===== config.mk =====
export PLATFORM = sky130hd
export DESIGN_NAME = uart_tx_fifo
export DESIGN_NICKNAME = d
export VERILOG_FILES = /design/src/rtl/uart_tx_fifo.sv
export SDC_FILE = /design/constraint.sdc
export NUM_CORES = 1
export LEC_CHECK = 0
export BUFFER_PORTS_ARGS = -buffer_cell sky130_fd_sc_hd__buf_2
export CAP_MARGIN = 20
export CORE_UTILIZATION = 45
export CTS_CLUSTER_SIZE = 14
export DETAILED_ROUTE_END_ITERATION = 8
export GPL_TIMING_DRIVEN = 0
export PLACE_DENSITY = 0.74
export SLEW_MARGIN = 0
export SYNTH_ARGS = -nofsm -noshare
export SYNTH_HDL_FRONTEND = slang
export SYNTH_SLANG_ARGS = --single-unit

===== constraint.sdc =====
create_clock -name clk_i -period 4.5 [get_ports clk_i]
set_input_delay 0.45 -clock clk_i [delete_from_list [all_inputs] [get_ports clk_i]]
set_output_delay 0.45 -clock clk_i [all_outputs]
set_load 0.005 [all_outputs]

===== src/rtl/uart_tx_fifo.sv =====
// -----------------------------------------------------------------------------
// uart_tx_fifo
//
// UART transmitter with a byte FIFO in front of it. Producers push bytes with
// a valid/ready handshake; the serialiser drains the FIFO and emits frames of
// START, DATA_BITS data bits (LSB first), optional parity and STOP_BITS stop
// bits. Frames are sent back-to-back with no idle cycle while data is queued
// and the (synchronised) clear-to-send input is asserted.
//
// Ports
//   clk_i         system clock, rising edge
//   rst_i         asynchronous active-high reset
//   data_i        byte to enqueue (only [DATA_BITS-1:0] reach the line)
//   valid_i       data_i valid
//   ready_o       FIFO not full; a push happens on valid_i && ready_o
//   baud_div_i    clocks per bit, sampled at each frame start (<2 -> DEF_DIV)
//   cts_ni        clear-to-send, active low, asynchronous to clk_i
//   tx_o          serial line, idle high (registered)
//   busy_o        high while a frame is on the line (registered)
//   fifo_level_o  bytes queued, not counting the byte being shifted out
// -----------------------------------------------------------------------------
module uart_tx_fifo #(
  parameter int CLK_HZ     = 100_000_000,
  parameter int BAUD_RATE  = 115_200,
  parameter int DEF_DIV    = CLK_HZ / BAUD_RATE,
  parameter int DATA_BITS  = 8,
  parameter int PARITY     = 0,
  parameter int STOP_BITS  = 1,
  parameter int FIFO_DEPTH = 16,
  parameter int LVL_W      = $clog2(FIFO_DEPTH) + 1
) (
  input  logic             clk_i,
  input  logic             rst_i,
  input  logic [7:0]       data_i,
  input  logic             valid_i,
  output logic             ready_o,
  input  logic [15:0]      baud_div_i,
  input  logic             cts_ni,
  output logic             tx_o,
  output logic             busy_o,
  output logic [LVL_W-1:0] fifo_level_o
);

  localparam int               PTR_W     = $clog2(FIFO_DEPTH);
  localparam logic [LVL_W-1:0] FULL_LVL  = LVL_W'(FIFO_DEPTH);
  localparam logic [15:0]      DEF_DIV_W = 16'(DEF_DIV);
  localparam logic [2:0]       LAST_DATA = 3'(DATA_BITS - 1);
  localparam logic             STOP_LAST = 1'(STOP_BITS - 1);

  typedef enum logic [2:0] {
    ST_IDLE,
    ST_START,
    ST_DATA,
    ST_PARITY,
    ST_STOP
  } state_e;

  // Parity over the transmitted data bits only; bits above DATA_BITS are
  // masked so that unused upper bits of data_i never affect the line.
  function automatic logic calc_parity(input logic [7:0] data);
    logic [7:0] mask;
    logic       even;
    mask = 8'((9'd1 << DATA_BITS) - 9'd1);
    even = ^(data & mask);
    return (PARITY == 2) ? ~even : even;
  endfunction

  // FIFO
  logic [7:0]       mem_r [FIFO_DEPTH];
  logic [PTR_W-1:0] wr_ptr_r;
  logic [PTR_W-1:0] rd_ptr_r;
  logic [LVL_W-1:0] level_r;

  // CTS synchroniser
  logic cts_meta_r;
  logic cts_sync_r;

  // Serialiser
  state_e      state_r;
  logic [7:0]  shift_r;
  logic        parity_r;
  logic [15:0] div_r;
  logic [15:0] baud_cnt_r;
  logic [2:0]  bit_cnt_r;
  logic        stop_cnt_r;
  logic        tx_r;
  logic        busy_r;

  // Combinational helpers
  logic        push_s;
  logic        pop_s;
  logic        can_start_s;
  logic        bit_end_s;
  logic [7:0]  head_s;
  logic [15:0] new_div_s;

  assign head_s      = mem_r[rd_ptr_r];
  // ready_o depends on the registered level only, never on valid_i
  assign ready_o     = (level_r != FULL_LVL);
  assign push_s      = valid_i && ready_o;
  assign can_start_s = (level_r != {LVL_W{1'b0}}) && !cts_sync_r;
  assign bit_end_s   = (baud_cnt_r == (div_r - 16'd1));
  assign new_div_s   = (baud_div_i < 16'd2) ? DEF_DIV_W : baud_div_i;

  assign tx_o         = tx_r;
  assign busy_o       = busy_r;
  assign fifo_level_o = level_r;

  // Pop decision: a new frame starts only from IDLE or at the very end of the
  // last stop bit, so CTS is only ever honoured on frame boundaries.
  always_comb begin
    pop_s = 1'b0;
    case (state_r)
      ST_IDLE: pop_s = can_start_s;
      ST_STOP: pop_s = bit_end_s && (stop_cnt_r == STOP_LAST) && can_start_s;
      default: pop_s = 1'b0;
    endcase
  end

  // Two-flop synchroniser for cts_ni; resets to the "not clear" level.
  always_ff @(posedge clk_i or posedge rst_i) begin
    if (rst_i) begin
      cts_meta_r <= 1'b1;
      cts_sync_r <= 1'b1;
    end else begin
      cts_meta_r <= cts_ni;
      cts_sync_r <= cts_meta_r;
    end
  end

  // FIFO storage; contents need no reset because the level qualifies reads.
  always_ff @(posedge clk_i) begin
    if (push_s) begin
      mem_r[wr_ptr_r] <= data_i;
    end
  end

  // FIFO pointers and level; pointers wrap naturally at the power-of-two depth.
  always_ff @(posedge clk_i or posedge rst_i) begin
    if (rst_i) begin
      wr_ptr_r <= {PTR_W{1'b0}};
      rd_ptr_r <= {PTR_W{1'b0}};
      level_r  <= {LVL_W{1'b0}};
    end else begin
      if (push_s) begin
        wr_ptr_r <= wr_ptr_r + PTR_W'(1);
      end
      if (pop_s) begin
        rd_ptr_r <= rd_ptr_r + PTR_W'(1);
      end
      case ({push_s, pop_s})
        2'b10:   level_r <= level_r + LVL_W'(1);
        2'b01:   level_r <= level_r - LVL_W'(1);
        default: level_r <= level_r;
      endcase
    end
  end

  // Transmit FSM with registered tx/busy. Each bit lasts div_r cycles:
  // baud_cnt_r runs 0..div_r-1 and the bit advances on the last count.
  always_ff @(posedge clk_i or posedge rst_i) begin
    if (rst_i) begin
      state_r    <= ST_IDLE;
      shift_r    <= 8'h00;
      parity_r   <= 1'b0;
      div_r      <= DEF_DIV_W;
      baud_cnt_r <= 16'd0;
      bit_cnt_r  <= 3'd0;
      stop_cnt_r <= 1'b0;
      tx_r       <= 1'b1;
      busy_r     <= 1'b0;
    end else if (pop_s) begin
      // Frame start, either from IDLE or directly after the last stop bit.
      // The divisor is captured here so mid-frame changes wait a frame.
      state_r    <= ST_START;
      shift_r    <= head_s;
      parity_r   <= calc_parity(head_s);
      div_r      <= new_div_s;
      baud_cnt_r <= 16'd0;
      bit_cnt_r  <= 3'd0;
      stop_cnt_r <= 1'b0;
      tx_r       <= 1'b0;
      busy_r     <= 1'b1;
    end else begin
      case (state_r)
        ST_IDLE: begin
          tx_r       <= 1'b1;
          busy_r     <= 1'b0;
          baud_cnt_r <= 16'd0;
        end

        ST_START: begin
          if (bit_end_s) begin
            state_r    <= ST_DATA;
            tx_r       <= shift_r[0];
            shift_r    <= {1'b0, shift_r[7:1]};
            bit_cnt_r  <= 3'd0;
            baud_cnt_r <= 16'd0;
          end else begin
            baud_cnt_r <= baud_cnt_r + 16'd1;
          end
        end

        ST_DATA: begin
          if (bit_end_s) begin
            baud_cnt_r <= 16'd0;
            if (bit_cnt_r == LAST_DATA) begin
              if (PARITY != 0) begin
                state_r <= ST_PARITY;
                tx_r    <= parity_r;
              end else begin
                state_r    <= ST_STOP;
                tx_r       <= 1'b1;
                stop_cnt_r <= 1'b0;
              end
            end else begin
              bit_cnt_r <= bit_cnt_r + 3'd1;
              tx_r      <= shift_r[0];
              shift_r   <= {1'b0, shift_r[7:1]};
            end
          end else begin
            baud_cnt_r <= baud_cnt_r + 16'd1;
          end
        end

        ST_PARITY: begin
          if (bit_end_s) begin
            state_r    <= ST_STOP;
            tx_r       <= 1'b1;
            stop_cnt_r <= 1'b0;
            baud_cnt_r <= 16'd0;
          end else begin
            baud_cnt_r <= baud_cnt_r + 16'd1;
          end
        end

        ST_STOP: begin
          if (bit_end_s) begin
            baud_cnt_r <= 16'd0;
            if (stop_cnt_r == STOP_LAST) begin
              // No follow-on frame (a follow-on is handled by pop_s above).
              state_r <= ST_IDLE;
              tx_r    <= 1'b1;
              busy_r  <= 1'b0;
            end else begin
              stop_cnt_r <= stop_cnt_r + 1'b1;
            end
          end else begin
            baud_cnt_r <= baud_cnt_r + 16'd1;
          end
        end

        default: begin
          state_r    <= ST_IDLE;
          tx_r       <= 1'b1;
          busy_r     <= 1'b0;
          baud_cnt_r <= 16'd0;
        end
      endcase
    end
  end

endmodule


==> results.cfg <==
[floorplan]
ios = 36
num_rows = 50
die_h_um = 140.7
core_um2 = 18770
die_w_um = 140.7
start_util_pct = 46.13
dieArea_um2 = 19800

[timing]
rsz0062_at_grt = false
setup_viol = 0
fin_crit_sh_pct = 94.40
tns_ps = 0
tightest_slew_ps = 934.7
min_period_ps = 4248
max_freq_mhz = 235.4
finalMaxSlewViolations = 0
finClkSkew_ps = 14.50
slew_headroom_pct = 37.46
hold_viol = 0

[clock_tree]
cts_tree = done
htreeDepth = 4
cts.sinks = 191
clkTransAtPathRegs_ps = 80
holdBufCountCts = 0
insertion_delay_ps = 440
cts.path.max_buffers = 2
root_buffer = clkbuf_16
numCtsBuffers = 17

[setup_path]
rr_endpoint = fifo_level_o[4]
r2r_start = div_r[2]
worstSetupStartpointType = flop
critPathRequiredTime_ps = 4850
slowest_delay_ps = 540
critical_path.slowest_cell = or4_4
critPathCaptureType = flop
crit_buf_inv = 3
cp.arrival_ps = 4600
cp_max_fo = 9
crit_type = flop to flop
cpLargestDelayFamily = simple AND/OR/NAND/NOR gates
worst-r2r-setup-slack_ps = 250
reg2regPathDepth = 18
cpMostUsedCell = or4_4
cp_cell_sequence = buf_6 > or4_4 > buf_6 > or4_4 > or4_4 > o211ai_4 > nand4_4 > nand2_8 > ha_1 > buf_4 > xor2_1 > ha_2 > o21ai_0 > a21oi_1 > a21oi_1 > xor2_1 > nor2_1 > xnor2_1

[pwr]
power_density_nw_per_um2 = 616.6
ir_drop_v = 0.0003310
total_power_uw = 6107
leakagePower_uw = 0.003722

[place]
finalWeightedCongestion = 0.8692
postPlaceCellArea_um2 = 9176
io_buffers = 35
dp_hpwl_um = 12030

[finish]
drive_above_1_share_pct = 20.14
area_delta_synth_final_pct = 14.38
final_core_util_pct = 52.77
num_antenna_cells = 0
num-fill-cells = 1561
nNetsFinal = 753
fin_area_um2 = 9903

[yosys]
netlist_top_cells_area = edfxtp_1 (44%), dfrtp_1 (16%), mux4_2 (4.9%)
synth_area_leader_cell = edfxtp_1
synthesis.area_um2 = 8658
ys_seq_area_share_pct = 62.72
ys_ff_latch = 191
yosysTopAreaCellShare_pct = 44.39
syn_nets = 691
synth_ff_type = edfxtp_1
yosysWarnings = 0
synth.distinct_cells = 60
ys_async_sr_fraction_pct = 32.98
yosysMostFrequentCell = edfxtp_1
synth-edff-count = 128
avgSynthCellArea_um2 = 13.32
syn_inst = 650
netlist_top_cells_count = edfxtp_1 (128), nor2_1 (70), dfrtp_1 (55)

[drt]
finalWirelength_um = 18040
first_pass_iters = 6
via_count = 5437
vias_per_cell = 5.669
drc_errors = 0
drt_iter0_drc = 383
wire_per_inst_um = 18.81
drtAntennaViolNets = 0

[global_routing]
overflow = 0
antenna_found_initial = 0
grt_max_degree = 38
grt_usage_pct = 19.29
grt_pass1_wl_um = 28430
first_global_vias = 5226

[flow_run]
maxCapViolCount = 0

[status]
status = complete, no violations

[hold_path]
hp-class = input port to async pin
layer usage:
metal / track usage (%) / vias to the layer above / wire length [um]
met4: 6.865 / 0 / 247
li1: - / 2542 / -
met2: 31.50 / 160 / 8834
met3: 3.974 / 21 / 944
met1: 25.63 / 2714 / 8014
met5: 0 / - / 0
placed cells by master, fill, tap and decap left out, drive strengths merged, types with 7 or more instances in the layout:
cell type / synthesis / final
edfxtp: 128 / 128
nor2: 71 / 71
buf: 13 / 58
dfrtp: 55 / 55
nand2: 41 / 41
clkbuf: 18 / 33
mux2i: 32 / 32
a21oi: 29 / 29
inv: 21 / 28
xor2: 23 / 23
xnor2: 20 / 20
o21ai: 20 / 20
mux4: 19 / 19
nor3: 15 / 15
ha: 13 / 13
mux2: 11 / 11
nand3: 11 / 11
and3: 9 / 9
nor4: 9 / 9
o22ai: 8 / 8
dfstp: 8 / 8
a221oi: 8 / 8
o221ai: 7 / 7
clkinv: 0 / 7
registers in the layout, summed over array words and instances, names as in the netlist, 3 cells and up:
register,flops
bit_cnt_r,3
mem_r,128
wr_ptr_r,4
div_r,16
baud_cnt_r,16
state_r,3
fifo_level_o,5
shift_r,8
rd_ptr_r,4
layout make-up:
type / instances / area (um2) / area share [%]
multi-input combinational: 407 / 3052 / 30.81
inverter: 21 / 78.83 / 0.7960
sequential: 191 / 5430 / 54.83
timing repair buffer: 45 / 262.8 / 2.653
clock inverter: 15 / 222.7 / 2.249
clock buffer: 17 / 425.4 / 4.296
tap: 234 / 292.8 / 2.956
buffer: 29 / 138.9 / 1.402
through the flow:
stage	setup WS [ps]	instances	hold WS, ps
floorplan	69.69	650	345.2
global placement	-443.1	919	346.2
detailed placement	-443.8	924	354.3
CTS	29.29	955	80.42
global route	26.19	959	101.0
finish	252.1	959	72.49
power by group:
group / leakage, uW / internal, uW / switching, uW / total (uW)
sequential: 0.00193 / 2210 / 232 / 2440
combinational: 0.00148 / 867 / 1200 / 2070
clock: 0.000312 / 823 / 773 / 1600
total: 0.00372 / 3900 / 2210 / 6110
repair_timing:
action / 4_1_cts / 5_1_grt
gates cloned: 0 / 0
pin swaps: 0 / 2
setup buffers: 0 / 5
endpoints found under the setup margin: 4 / 2
resized for setup: 5 / 8
worst max path at each step:
| stage | start | endpoint | slack, ps | cells past startpoint |
|---|---|---|---|---|
| CTS | div_r[2] | fifo_level_o[4] | 30 | 18 |
| floorplan | div_r[2] | fifo_level_o[4] | 70 | 19 |
| global placement | div_r[2] | fifo_level_o[4] | -440 | 19 |
| global route | div_r[2] | fifo_level_o[4] | 30 | 18 |
| finish | div_r[2] | fifo_level_o[4] | 250 | 18 |
| detailed placement | div_r[2] | fifo_level_o[4] | -440 | 19 |
kinds of logic (layout without fill, tap and decap cells):
family | after synthesis | after routing | synth area share [%]
AND/OR/NAND/NOR | 194 | 194 | 11.26
flip-flops | 191 | 191 | 62.72
AO/OA/AOI/OAI | 95 | 95 | 7.168
multiplexers | 62 | 62 | 10.07
buffers and inverters | 52 | 127 | 2.558
XOR/XNOR | 43 | 43 | 4.350
adder cells (fa/ha/maj) | 13 | 13 | 1.879
(Power assumes the default switching activity.)
